### config.mk
export PLATFORM = sky130hd
export DESIGN_NAME = tank_move_ctrl_flat
export DESIGN_NICKNAME = d
export VERILOG_FILES = /design/src/rtl/tank_move_ctrl_if.sv /design/src/rtl/tank_move_ctrl.sv /design/src/flat_wrapper.sv
export SDC_FILE = /design/constraint.sdc
export NUM_CORES = 1
export LEC_CHECK = 0
export CORE_MARGIN = 2
export CORE_UTILIZATION = 35
export CTS_BUF_LIST = sky130_fd_sc_hd__clkbuf_8
export CTS_CLUSTER_DIAMETER = 100
export DETAILED_ROUTE_END_ITERATION = 8
export GPL_TIMING_DRIVEN = 0
export PLACE_DENSITY_LB_ADDON = 0.1
export SETUP_SLACK_MARGIN = 0.2
export SLEW_MARGIN = 20
export SYNTH_ARGS = -nofsm -noshare
export SYNTH_HDL_FRONTEND = slang
export SYNTH_SLANG_ARGS = --single-unit
### constraint.sdc
create_clock -name i_clk -period 6.8 [get_ports i_clk]
set_input_delay 2.04 -clock i_clk [delete_from_list [all_inputs] [get_ports i_clk]]
set_output_delay 2.04 -clock i_clk [all_outputs]
set_load 0.01 [all_outputs]
### src/rtl/tank_move_ctrl_if.sv
// tank_move_ctrl_if: command handshake (player input decoder -> controller)
// and collision probe (controller <-> map logic) grouped into one bundle.
// slave = controller side, master = requester / map side.
`timescale 1ns/1ps
interface tank_move_ctrl_if;
  logic       i_cmd_valid;
  logic [1:0] i_cmd_dir;
  logic       o_cmd_ready;
  logic       o_probe_valid;
  logic [5:0] o_probe_x;
  logic [5:0] o_probe_y;
  logic       i_probe_ack;
  logic       i_probe_hit;

  modport slave (
    input  i_cmd_valid, i_cmd_dir, i_probe_ack, i_probe_hit,
    output o_cmd_ready, o_probe_valid, o_probe_x, o_probe_y
  );

  modport master (
    output i_cmd_valid, i_cmd_dir, i_probe_ack, i_probe_hit,
    input  o_cmd_ready, o_probe_valid, o_probe_x, o_probe_y
  );
endinterface

### src/rtl/tank_move_ctrl.sv
// tank_move_ctrl: sequences one tank's grid position and heading.
// Accepts a direction command, optionally turns, probes the map for the
// target cell (skipped when the 5x5 footprint would leave the playfield),
// steps on a clear probe, then waits COOLDOWN_TICKS frame ticks.
// Optional feature macro: TANK_MOVE_TURN_IN_PLACE_EN -- when defined a
// direction change only rotates the tank; otherwise it rotates and steps.
`timescale 1ns/1ps
module tank_move_ctrl #(
  parameter int GAME_W         = 40,
  parameter int GAME_H         = 30,
  parameter int INIT_X         = 20,
  parameter int INIT_Y         = 15,
  parameter int INIT_DIR       = 0,
  parameter int COOLDOWN_TICKS = 4
) (
  input  logic              i_clk,
  input  logic              i_rst_n,
  input  logic              i_frame_tick,
  tank_move_ctrl_if.slave   bus,
  output logic [5:0]        o_tank_x,
  output logic [5:0]        o_tank_y,
  output logic [1:0]        o_tank_dir,
  output logic              o_busy
);

  typedef enum logic [2:0] {S_IDLE, S_TURN, S_PROBE, S_MOVE, S_COOL} state_t;

  // Legal center range keeps the whole 5x5 footprint on the playfield.
  localparam logic signed [6:0] X_LO = 7'sd2;
  localparam logic signed [6:0] X_HI = 7'(GAME_W - 3);
  localparam logic signed [6:0] Y_LO = 7'sd2;
  localparam logic signed [6:0] Y_HI = 7'(GAME_H - 3);

  state_t                r_state;
  state_t                w_next;
  logic [1:0]            r_cmd_dir;
  logic [7:0]            r_cnt;
  logic                  r_probe_valid;
  logic [5:0]            r_probe_x;
  logic [5:0]            r_probe_y;
  logic [5:0]            r_tank_x;
  logic [5:0]            r_tank_y;
  logic [1:0]            r_tank_dir;
  logic signed [6:0]     w_dx;
  logic signed [6:0]     w_dy;
  logic signed [6:0]     w_tgt_x;
  logic signed [6:0]     w_tgt_y;
  logic                  w_tgt_ok;

  // One-cell step in 7 bits signed, so 0-1 becomes -1 instead of wrapping.
  function automatic logic signed [6:0] step_coord(input logic [5:0] pos,
                                                   input logic signed [6:0] delta);
    return $signed({1'b0, pos}) + delta;
  endfunction

  function automatic logic in_span(input logic signed [6:0] v,
                                   input logic signed [6:0] lo,
                                   input logic signed [6:0] hi);
    return (v >= lo) && (v <= hi);
  endfunction

  // Target center for the latched command direction and its bounds check.
  always_comb begin
    w_dx = '0;
    w_dy = '0;
    case (r_cmd_dir)
      2'd0:    w_dy = -7'sd1;
      2'd1:    w_dy = 7'sd1;
      2'd2:    w_dx = -7'sd1;
      default: w_dx = 7'sd1;
    endcase
    w_tgt_x  = step_coord(r_tank_x, w_dx);
    w_tgt_y  = step_coord(r_tank_y, w_dy);
    w_tgt_ok = in_span(w_tgt_x, X_LO, X_HI) && in_span(w_tgt_y, Y_LO, Y_HI);
  end

  // State register.
  always_ff @(posedge i_clk or negedge i_rst_n) begin
    if (!i_rst_n) r_state <= S_IDLE;
    else          r_state <= w_next;
  end

  // Next-state logic. PROBE spends its first cycle on the bounds check;
  // the ack is only looked at once the request is actually out.
  always_comb begin
    w_next = r_state;
    case (r_state)
      S_IDLE: begin
        if (bus.i_cmd_valid)
          w_next = (bus.i_cmd_dir != r_tank_dir) ? S_TURN : S_PROBE;
      end
      S_TURN: begin
`ifdef TANK_MOVE_TURN_IN_PLACE_EN
        w_next = S_COOL;
`else
        w_next = S_PROBE;
`endif
      end
      S_PROBE: begin
        if (!r_probe_valid) begin
          if (!w_tgt_ok) w_next = S_COOL;
        end else if (bus.i_probe_ack) begin
          w_next = bus.i_probe_hit ? S_COOL : S_MOVE;
        end
      end
      S_MOVE:  w_next = S_COOL;
      S_COOL: begin
        if (r_cnt == 8'd0)
          w_next = S_IDLE;
        else if (i_frame_tick && (r_cnt == 8'd1))
          w_next = S_IDLE;
      end
      default: w_next = S_IDLE;
    endcase
  end

  // Output decode from the state register only.
  always_comb begin
    bus.o_cmd_ready = (r_state == S_IDLE);
    o_busy          = (r_state != S_IDLE);
  end

  // Tank position/heading, probe request and cooldown counter.
  always_ff @(posedge i_clk or negedge i_rst_n) begin
    if (!i_rst_n) begin
      r_tank_x      <= 6'(INIT_X);
      r_tank_y      <= 6'(INIT_Y);
      r_tank_dir    <= 2'(INIT_DIR);
      r_probe_valid <= 1'b0;
      r_probe_x     <= '0;
      r_probe_y     <= '0;
      r_cnt         <= '0;
    end else begin
      if (r_state == S_TURN) r_tank_dir <= r_cmd_dir;
      if (r_state == S_MOVE) begin
        r_tank_x <= r_probe_x;
        r_tank_y <= r_probe_y;
      end
      if (r_state == S_PROBE) begin
        if (!r_probe_valid) begin
          if (w_tgt_ok) begin
            r_probe_valid <= 1'b1;
            r_probe_x     <= w_tgt_x[5:0];
            r_probe_y     <= w_tgt_y[5:0];
          end
        end else if (bus.i_probe_ack) begin
          r_probe_valid <= 1'b0;
        end
      end
      if ((w_next == S_COOL) && (r_state != S_COOL))
        r_cnt <= 8'(COOLDOWN_TICKS);
      else if ((r_state == S_COOL) && i_frame_tick && (r_cnt != 8'd0))
        r_cnt <= r_cnt - 8'd1;
    end
  end

  // Command direction is pure data: captured on acceptance, no reset needed.
  always_ff @(posedge i_clk) begin
    if ((r_state == S_IDLE) && bus.i_cmd_valid) r_cmd_dir <= bus.i_cmd_dir;
  end

  assign bus.o_probe_valid = r_probe_valid;
  assign bus.o_probe_x     = r_probe_x;
  assign bus.o_probe_y     = r_probe_y;
  assign o_tank_x          = r_tank_x;
  assign o_tank_y          = r_tank_y;
  assign o_tank_dir        = r_tank_dir;

endmodule

### src/flat_wrapper.sv
// flat-port wrapper written by rule: the top's interface ports become plain ports
module tank_move_ctrl_flat 
#(
  parameter int GAME_W         = 40,
  parameter int GAME_H         = 30,
  parameter int INIT_X         = 20,
  parameter int INIT_Y         = 15,
  parameter int INIT_DIR       = 0,
  parameter int COOLDOWN_TICKS = 4
)
  (i_clk, i_rst_n, i_frame_tick, o_tank_x, o_tank_y, o_tank_dir, o_busy, bus_i_cmd_valid, bus_i_cmd_dir, bus_i_probe_ack, bus_i_probe_hit, bus_o_cmd_ready, bus_o_probe_valid, bus_o_probe_x, bus_o_probe_y);
  tank_move_ctrl_if bus_i ();
  input  logic i_clk;
  input  logic i_rst_n;
  input  logic i_frame_tick;
  output logic [5:0] o_tank_x;
  output logic [5:0] o_tank_y;
  output logic [1:0] o_tank_dir;
  output logic o_busy;
  input wire logic [$bits(bus_i.i_cmd_valid)-1:0] bus_i_cmd_valid;
  input wire logic [$bits(bus_i.i_cmd_dir)-1:0] bus_i_cmd_dir;
  input wire logic [$bits(bus_i.i_probe_ack)-1:0] bus_i_probe_ack;
  input wire logic [$bits(bus_i.i_probe_hit)-1:0] bus_i_probe_hit;
  output wire logic [$bits(bus_i.o_cmd_ready)-1:0] bus_o_cmd_ready;
  output wire logic [$bits(bus_i.o_probe_valid)-1:0] bus_o_probe_valid;
  output wire logic [$bits(bus_i.o_probe_x)-1:0] bus_o_probe_x;
  output wire logic [$bits(bus_i.o_probe_y)-1:0] bus_o_probe_y;
  assign bus_i.i_cmd_valid = bus_i_cmd_valid;
  assign bus_i.i_cmd_dir = bus_i_cmd_dir;
  assign bus_i.i_probe_ack = bus_i_probe_ack;
  assign bus_i.i_probe_hit = bus_i_probe_hit;
  assign bus_o_cmd_ready = bus_i.o_cmd_ready;
  assign bus_o_probe_valid = bus_i.o_probe_valid;
  assign bus_o_probe_x = bus_i.o_probe_x;
  assign bus_o_probe_y = bus_i.o_probe_y;
  tank_move_ctrl #(.GAME_W(GAME_W), .GAME_H(GAME_H), .INIT_X(INIT_X), .INIT_Y(INIT_Y), .INIT_DIR(INIT_DIR), .COOLDOWN_TICKS(COOLDOWN_TICKS)) u_core (.i_clk(i_clk), .i_rst_n(i_rst_n), .i_frame_tick(i_frame_tick), .bus(bus_i), .o_tank_x(o_tank_x), .o_tank_y(o_tank_y), .o_tank_dir(o_tank_dir), .o_busy(o_busy));
endmodule
==> results of run 1 <==
==> layout make-up <==
class                      count  area (sq um)
clock buffer                   5          68.8
inverter                       7          26.3
multi-input combinational    141          1150
fill                         580          3440
clock inverter                 3          38.8
timing repair buffer          37           383
buffer                         6          55.1
tap                           77          96.3
sequential                    40          1020
==> where the power goes <==
group          leakage [nW]  switching (mW)  internal [mW]  total [mW]
Combinational         0.656           0.291          0.346       0.637
Clock                0.0593          0.0831          0.107       0.191
Sequential            0.496          0.0996          0.338       0.438
Total                  1.21           0.474          0.792        1.27
==> how the worst max path moves through the flow <==
| stage | end | cells after the start | startpoint |
|---|---|---|---|
| after floorplan | u_core.r_cnt[0] | 6 | bus_i_cmd_dir[0] |
| after global placement | u_core.r_cnt[4] | 7 | bus_i_cmd_dir[1] |
| after detailed placement | u_core.r_cnt[6] | 7 | bus_i_cmd_dir[0] |
| after CTS | u_core.r_cnt[3] | 7 | bus_i_cmd_dir[1] |
| after global routing | u_core.r_cnt[6] | 7 | bus_i_cmd_dir[0] |
| final | u_core.r_cnt[3] | 7 | bus_i_cmd_dir[1] |
==> logic make-up after synthesis <==
kind of cell,count (synthesis)
flip-flops,40
AND/OR/NAND/NOR,57
XOR/XNOR,18
multiplexers,28
buffers and inverters,13
adder cells (fa/ha/maj),6
AO/OA/AOI/OAI,32
==> per-stage QoR <==
step / power [mW] / utilization, % / std cells / hold WS (ns)
final: 1.27 / 45.2 / 316 / 0.540
after global routing: 1.37 / 45.2 / 316 / 0.565
after CTS: 1.28 / 45.2 / 316 / 0.543
after detailed placement: 1.08 / 43.5 / 308 / 0.519
after global placement: 1.08 / 43.1 / 307 / 0.518
after floorplan: 0.843 / - / 194 / 0.525
==> state kept, by name, summed over array words and instances (netlist names), 2 cells and up <==
signal / count
u_core.r_cmd_dir: 2
u_core.r_cnt: 8
u_core.o_tank_y: 6
u_core.o_tank_dir: 2
u_core.r_state: 3
u_core.bus.o_probe_x: 6
u_core.bus.o_probe_y: 6
u_core.o_tank_x: 6
==> worst max-delay path, stage by stage <==
cell and delay, ns:
clkdlybuf4s50_1 0.50, xnor2_1 0.12, nand3_1 0.12, o2bb2ai_1 0.16, or3_1 0.32, a21oi_1 0.52
a21oi_1 0.16
==> per-layer routing <==
metal | share of wire (%) | GRT usage (%) | wire [um] | vias to the layer above
li1 | - | - | - | 800
met1 | 49 | 19.4 | 2230 | 779
met2 | 47 | 22.9 | 2150 | 25
met3 | 3.7 | 3.24 | 172 | 5
met4 | 0.98 | 4.84 | 45 | 0
met5 | 0 | 0 | 0 | -
==> cell usage in the layout, fill, tap and decap left out, types with 2 or more instances in the layout <==
cell	synthesis	layout
nor4_1	5	5
xor2_1	6	6
inv_1	7	8
mux2_4	7	7
or3_1	2	2
edfxtp_1	2	2
ha_1	6	6
clkdlybuf4s50_1	0	35
buf_2	1	2
nand2b_1	3	3
a21oi_1	10	10
mux2i_1	2	2
nand3_1	4	4
a21o_1	4	4
nor4_2	2	2
buf_6	2	2
a41oi_1	2	2
and2_1	4	4
nor2b_1	2	2
xnor2_1	11	11
nand2_1	5	5
mux2_2	19	19
dfrtp_1	32	32
and3_1	2	2
nor2_1	13	13
clkbuf_8	0	5
o2111ai_1	3	3
nor3_1	8	8
dfstp_2	6	6
==> results_dict.tcl, run 1 <==
set metrics [dict create \
    cts_made_buffers 5 \
    placed_cell_area_sq_um 2730 \
    grt_pass1_vias 1666 \
    required_ns 6.95 \
    dr.pass1.iters 4 \
    rr_worst_depth 13 \
    initial_core_util_pct 35.9 \
    critPathArrivalTime_ns 3.93 \
    grt_max_degree 23 \
    grt_usage_pct 14.4 \
    hold_path_end "u_core.o_tank_y[2]" \
    ctsResizeCount 0 \
    grt_remaining_overflow 0 \
    setup_viol 0 \
    async_flop_share_pct 95.0 \
    cts_sinks 40 \
    gp_congestion 0.799 \
    peakVddDrop_mv 0.172 \
    core.rowCount 29 \
    drtAntennaViolNets 0 \
    dp_hpwl_um 3450 \
    yosys_warnings 0 \
    place_ws_ns 2.66 \
    end_kind "register" \
    period_share_pct 55.7 \
    cp_max_fo 8 \
    synth_top_area_share_pct 35.6 \
    drive_above_1_share_pct 22.6 \
    dieArea_sq_um 7090 \
    htree_levels 2 \
    synth_top_cell_by_area "dfrtp_1" \
    synth_edf_count 2 \
    synth.distinct_cells 51 \
    drc 0 \
    finalSetupTns_ns 0 \
    netlist_top_cells_area "dfrtp_1 (36%), mux2_2 (9.5%), dfstp_2 (7.0%), mux2_4 (4.7%), xnor2_1 (4.3%)" \
    synth.ff_latch_count 40 \
    cts_tree "done" \
    cts-root-buf "clkbuf_8" \
    synth-xor-area-share_pct 7.34 \
    tightest_slew_ns 0.680 \
    syn_area_per_cell_sq_um 11.6 \
    status "finished, final reports clean" \
    hold_viol_final 0 \
    syn_inst 194 \
    viasPerCell 5.09 \
    slew_headroom_pct 54.7 \
    synthAdderAreaFrac_pct 3.34 \
    clk_pin_slew_ns 0.08 \
    postCtsSetupBuffers 0 \
    hold_class "reg -> reg" \
    via_count 1609 \
    rsz0062_at_grt "no" \
    drv_slew 0 \
    synth.top_cells.by_count "dfrtp_1 (32), mux2_2 (19), nor2_1 (13)" \
    die_w_um 84.2 \
    max_freq_mhz 264 \
    top_level_ports 37 \
    synth_simple_gate_area_share_pct 14.6 \
    start_kind "input pin" \
    coreArea_sq_um 6280 \
    r2r_start "u_core.r_cmd_dir[1]" \
    grt_first_pass_wirelength_um 8140 \
    antenna_found_initial 0 \
    finalCriticalPeriod_ns 3.78 \
    synth_compound_area_share_pct 10.8 \
    clk_latency_ns 0.29 \
    p_per_area_nw_per_um2 446 \
    max-clock-path-buffers 2 \
    synth_fp_nets 208 \
    ys_seq_area_share_pct 45.2 \
    num_antenna_cells 0 \
    hp-start "u_core.bus.o_probe_y[2]" \
    area_delta_synth_final_pct 26.1 \
    cap_viol_max_count 0 \
    r2r_end "u_core.bus.o_probe_x[2]" \
    rrSetupSlack_ns 3.51 \
    drtIter0Drc 58 \
    fin_area_sq_um 2840 \
    finalWorstSetupSlack_ns 3.02 \
    nets 252 \
    whs_path_depth 1 \
    wirelength_um 4600 \
    muxShareOfSynthArea_pct 15.1 \
    synthMostInstantiatedCell "dfrtp_1" \
    critPathKind "in -> reg" \
    die_h_um 84.2 \
    synth_ff_type "dfrtp_1" \
    syn_area_sq_um 2250 \
    clock-skew-final_ns 0.00402 \
    port_buffers 36 \
    synth_top_family_by_area "multiplexers" \
    wl_per_cell_um 14.6 \
    p_leak_nw 1.21 \
    hold_buffers 0 \
]
Note: power is estimated with default switching activity, not from simulation.
==> run 2: changes to the inputs <==
==> constraint.sdc (replaced) <==
create_clock -name i_clk -period 3.1 [get_ports i_clk]
set_input_delay 0.93 -clock i_clk [delete_from_list [all_inputs] [get_ports i_clk]]
set_output_delay 0.93 -clock i_clk [all_outputs]
set_load 0.01 [all_outputs]
==> run 2 against run 1 <==
Worst setup slack lost 2.8 ns. Global-route usage grew 0.49 points. Wire length grew 11%. First-iteration DRC count shrank 6.9%. Worst hold slack lost 0.0067 ns. Via count grew 5.4%. Power grew 140%. Clock power grew 75%. Combinational power grew to 2.8 times the previous value. Critical path depth grew 7. Design area grew 8.9%.
==> results_dict.tcl, run 2 (synthesis results as in run 1) <==
set metrics [dict create \
    top_level_ports 37 \
    crit_buf_inv 4 \
    tightest_slew_ns 0.724 \
    via_count 1696 \
    finalSetupTns_ns 0 \
    port_buffers 36 \
    die_w_um 84.2 \
    period_share_pct 94.3 \
    clk_pin_slew_ns 0.08 \
    status "finished, final reports clean" \
    cts_sinks 40 \
    initial_core_util_pct 35.9 \
    die_h_um 84.2 \
    htree_levels 2 \
    drc 0 \
    cts_tree "done" \
    nets 265 \
    area_delta_synth_final_pct 37.3 \
    multi_input_area_sq_um 1320 \
    path_cells "buf_6, nor2_4, xor2_2, ha_4, nor2_2, mux2_4, xor2_4, nor4_2, buf_4, nor4_4, and2_4, buf_6, buf_12, mux2_4" \
    cp_max_fo 8 \
    r2r_end "u_core.bus.o_probe_y[1]" \
    slowest_delay_ns 0.42 \
    drtAntennaViolNets 0 \
    cts_made_buffers 5 \
    wl_per_cell_um 15.5 \
    wirelength_um 5100 \
    max-clock-path-buffers 2 \
    clock-skew-final_ns 0.00672 \
    path_delay_family "simple AND/OR/NAND/NOR gates" \
    grt_remaining_overflow 0 \
    grt_usage_pct 14.9 \
    end_kind "register" \
    p_leak_nw 1.30 \
    clk_latency_ns 0.30 \
    drv_slew 0 \
    dr.pass1.iters 4 \
    layout_common_cells "clkdlybuf4s50_1 (35), dfrtp_1 (32), mux2_2 (18)" \
    hold_viol_final 0 \
    critPathKind "reg -> reg" \
    final_common_cell "clkdlybuf4s50_1" \
    dp_hpwl_um 3500 \
    grt_first_pass_wirelength_um 8270 \
    layout.area.seq_sq_um 1020 \
    rr_worst_depth 14 \
    antenna_found_initial 0 \
    r2r_start "u_core.r_cmd_dir[1]" \
    grt_max_degree 25 \
    rsz0062_at_grt "yes" \
    fill_cells 573 \
    core.rowCount 29 \
    grt_pass1_vias 1633 \
    coreArea_sq_um 6280 \
    hold_class "in -> async" \
    slew_headroom_pct 51.7 \
    required_ns 3.29 \
    finalCriticalPeriod_ns 2.92 \
    whs_ns 0.534 \
    drive_above_1_share_pct 33.7 \
    cts-root-buf "clkbuf_8" \
    gp_congestion 0.751 \
    peakVddDrop_mv 0.405 \
    p_per_area_nw_per_um2 994 \
    drtIter0Drc 54 \
    critPathArrivalTime_ns 3.11 \
    regMostFlops "u_core.r_cnt" \
    dieArea_sq_um 7090 \
    max_freq_mhz 342 \
    rrSetupSlack_ns 0.18 \
    largest_reg_flops 8 \
    cp_slowest_cell "edfxtp_1" \
    num_antenna_cells 0 \
    finalWorstSetupSlack_ns 0.178 \
    cap_viol_max_count 0 \
    start_kind "register" \
    place_ws_ns -0.105 \
    setup_viol 0 \
    viasPerCell 5.16 \
    hold_buffers 0 \
]
run 2: cell count changes in the layout (fill, tap and decap cells not counted), moves of 2 or more:
cell / delta
nor4_1: -2
ha_1: -4
ha_4: +3
xnor2_1: -3
buf_4: +12
xnor2_2: +3
buf_12: +2
nor2_1: -2
xor2_1: -2
run 2: where the power goes:
| group | switching [mW] | total, mW | internal (mW) |
|---|---|---|---|
| Sequential | 0.235 | 0.978 | 0.743 |
| Clock | 0.183 | 0.335 | 0.151 |
| Combinational | 0.778 | 1.76 | 0.982 |
run 2: cell type report:
type,instances,share of cell area [%]
multi-input combinational,141,42.8
sequential,40,33.0
timing repair buffer,50,15.7
tap,77,3.12
clock buffer,5,2.23
buffer,6,1.98
inverter,7,0.850
clock inverter,3,0.405
run 2: timing repair:
| action | in CTS | in global routing |
|---|---|---|
| setup buffers | 7 | 6 |
| setup endpoints to repair | 23 | 22 |
| pin swaps | 8 | 10 |
| gates cloned | 0 | 0 |
| gates resized for setup | 16 | 14 |
run 2: worst max-delay path by stage:
| stage | from | to | depth (start not counted) |
|---|---|---|---|
| 6_report | u_core.r_cmd_dir[1] | u_core.bus.o_probe_y[1] | 14 |
| 5_1_grt | u_core.r_cmd_dir[1] | u_core.bus.o_probe_y[0] | 14 |
| 4_1_cts | u_core.r_cmd_dir[1] | u_core.bus.o_probe_y[0] | 14 |
| 3_5_place_dp | u_core.r_cmd_dir[1] | u_core.bus.o_probe_y[1] | 13 |
| 3_3_place_gp | u_core.r_cmd_dir[1] | u_core.r_cnt[4] | 11 |
| 2_1_floorplan | u_core.r_cmd_dir[1] | u_core.bus.o_probe_x[0] | 13 |
run 2: through the flow:
step	instance area, sq um	power (mW)	utilization (%)	cells
4_1_cts	2960	2.93	47.2	323
3_3_place_gp	2710	2.39	43.2	307
6_report	3090	3.07	49.2	329
5_1_grt	3090	3.29	49.2	329
2_1_floorplan	2260	1.86	-	194
3_5_place_dp	2730	2.39	43.5	308
run 2: metal layers:
layer  track usage (%)  up-vias  part of all wire [%]
met5                 0        -                     0
met4              6.16        0                   1.7
met3              3.05        7                   2.7
met2              22.7       20                    48
met1              20.6      846                    47
li1                  -      823                     -
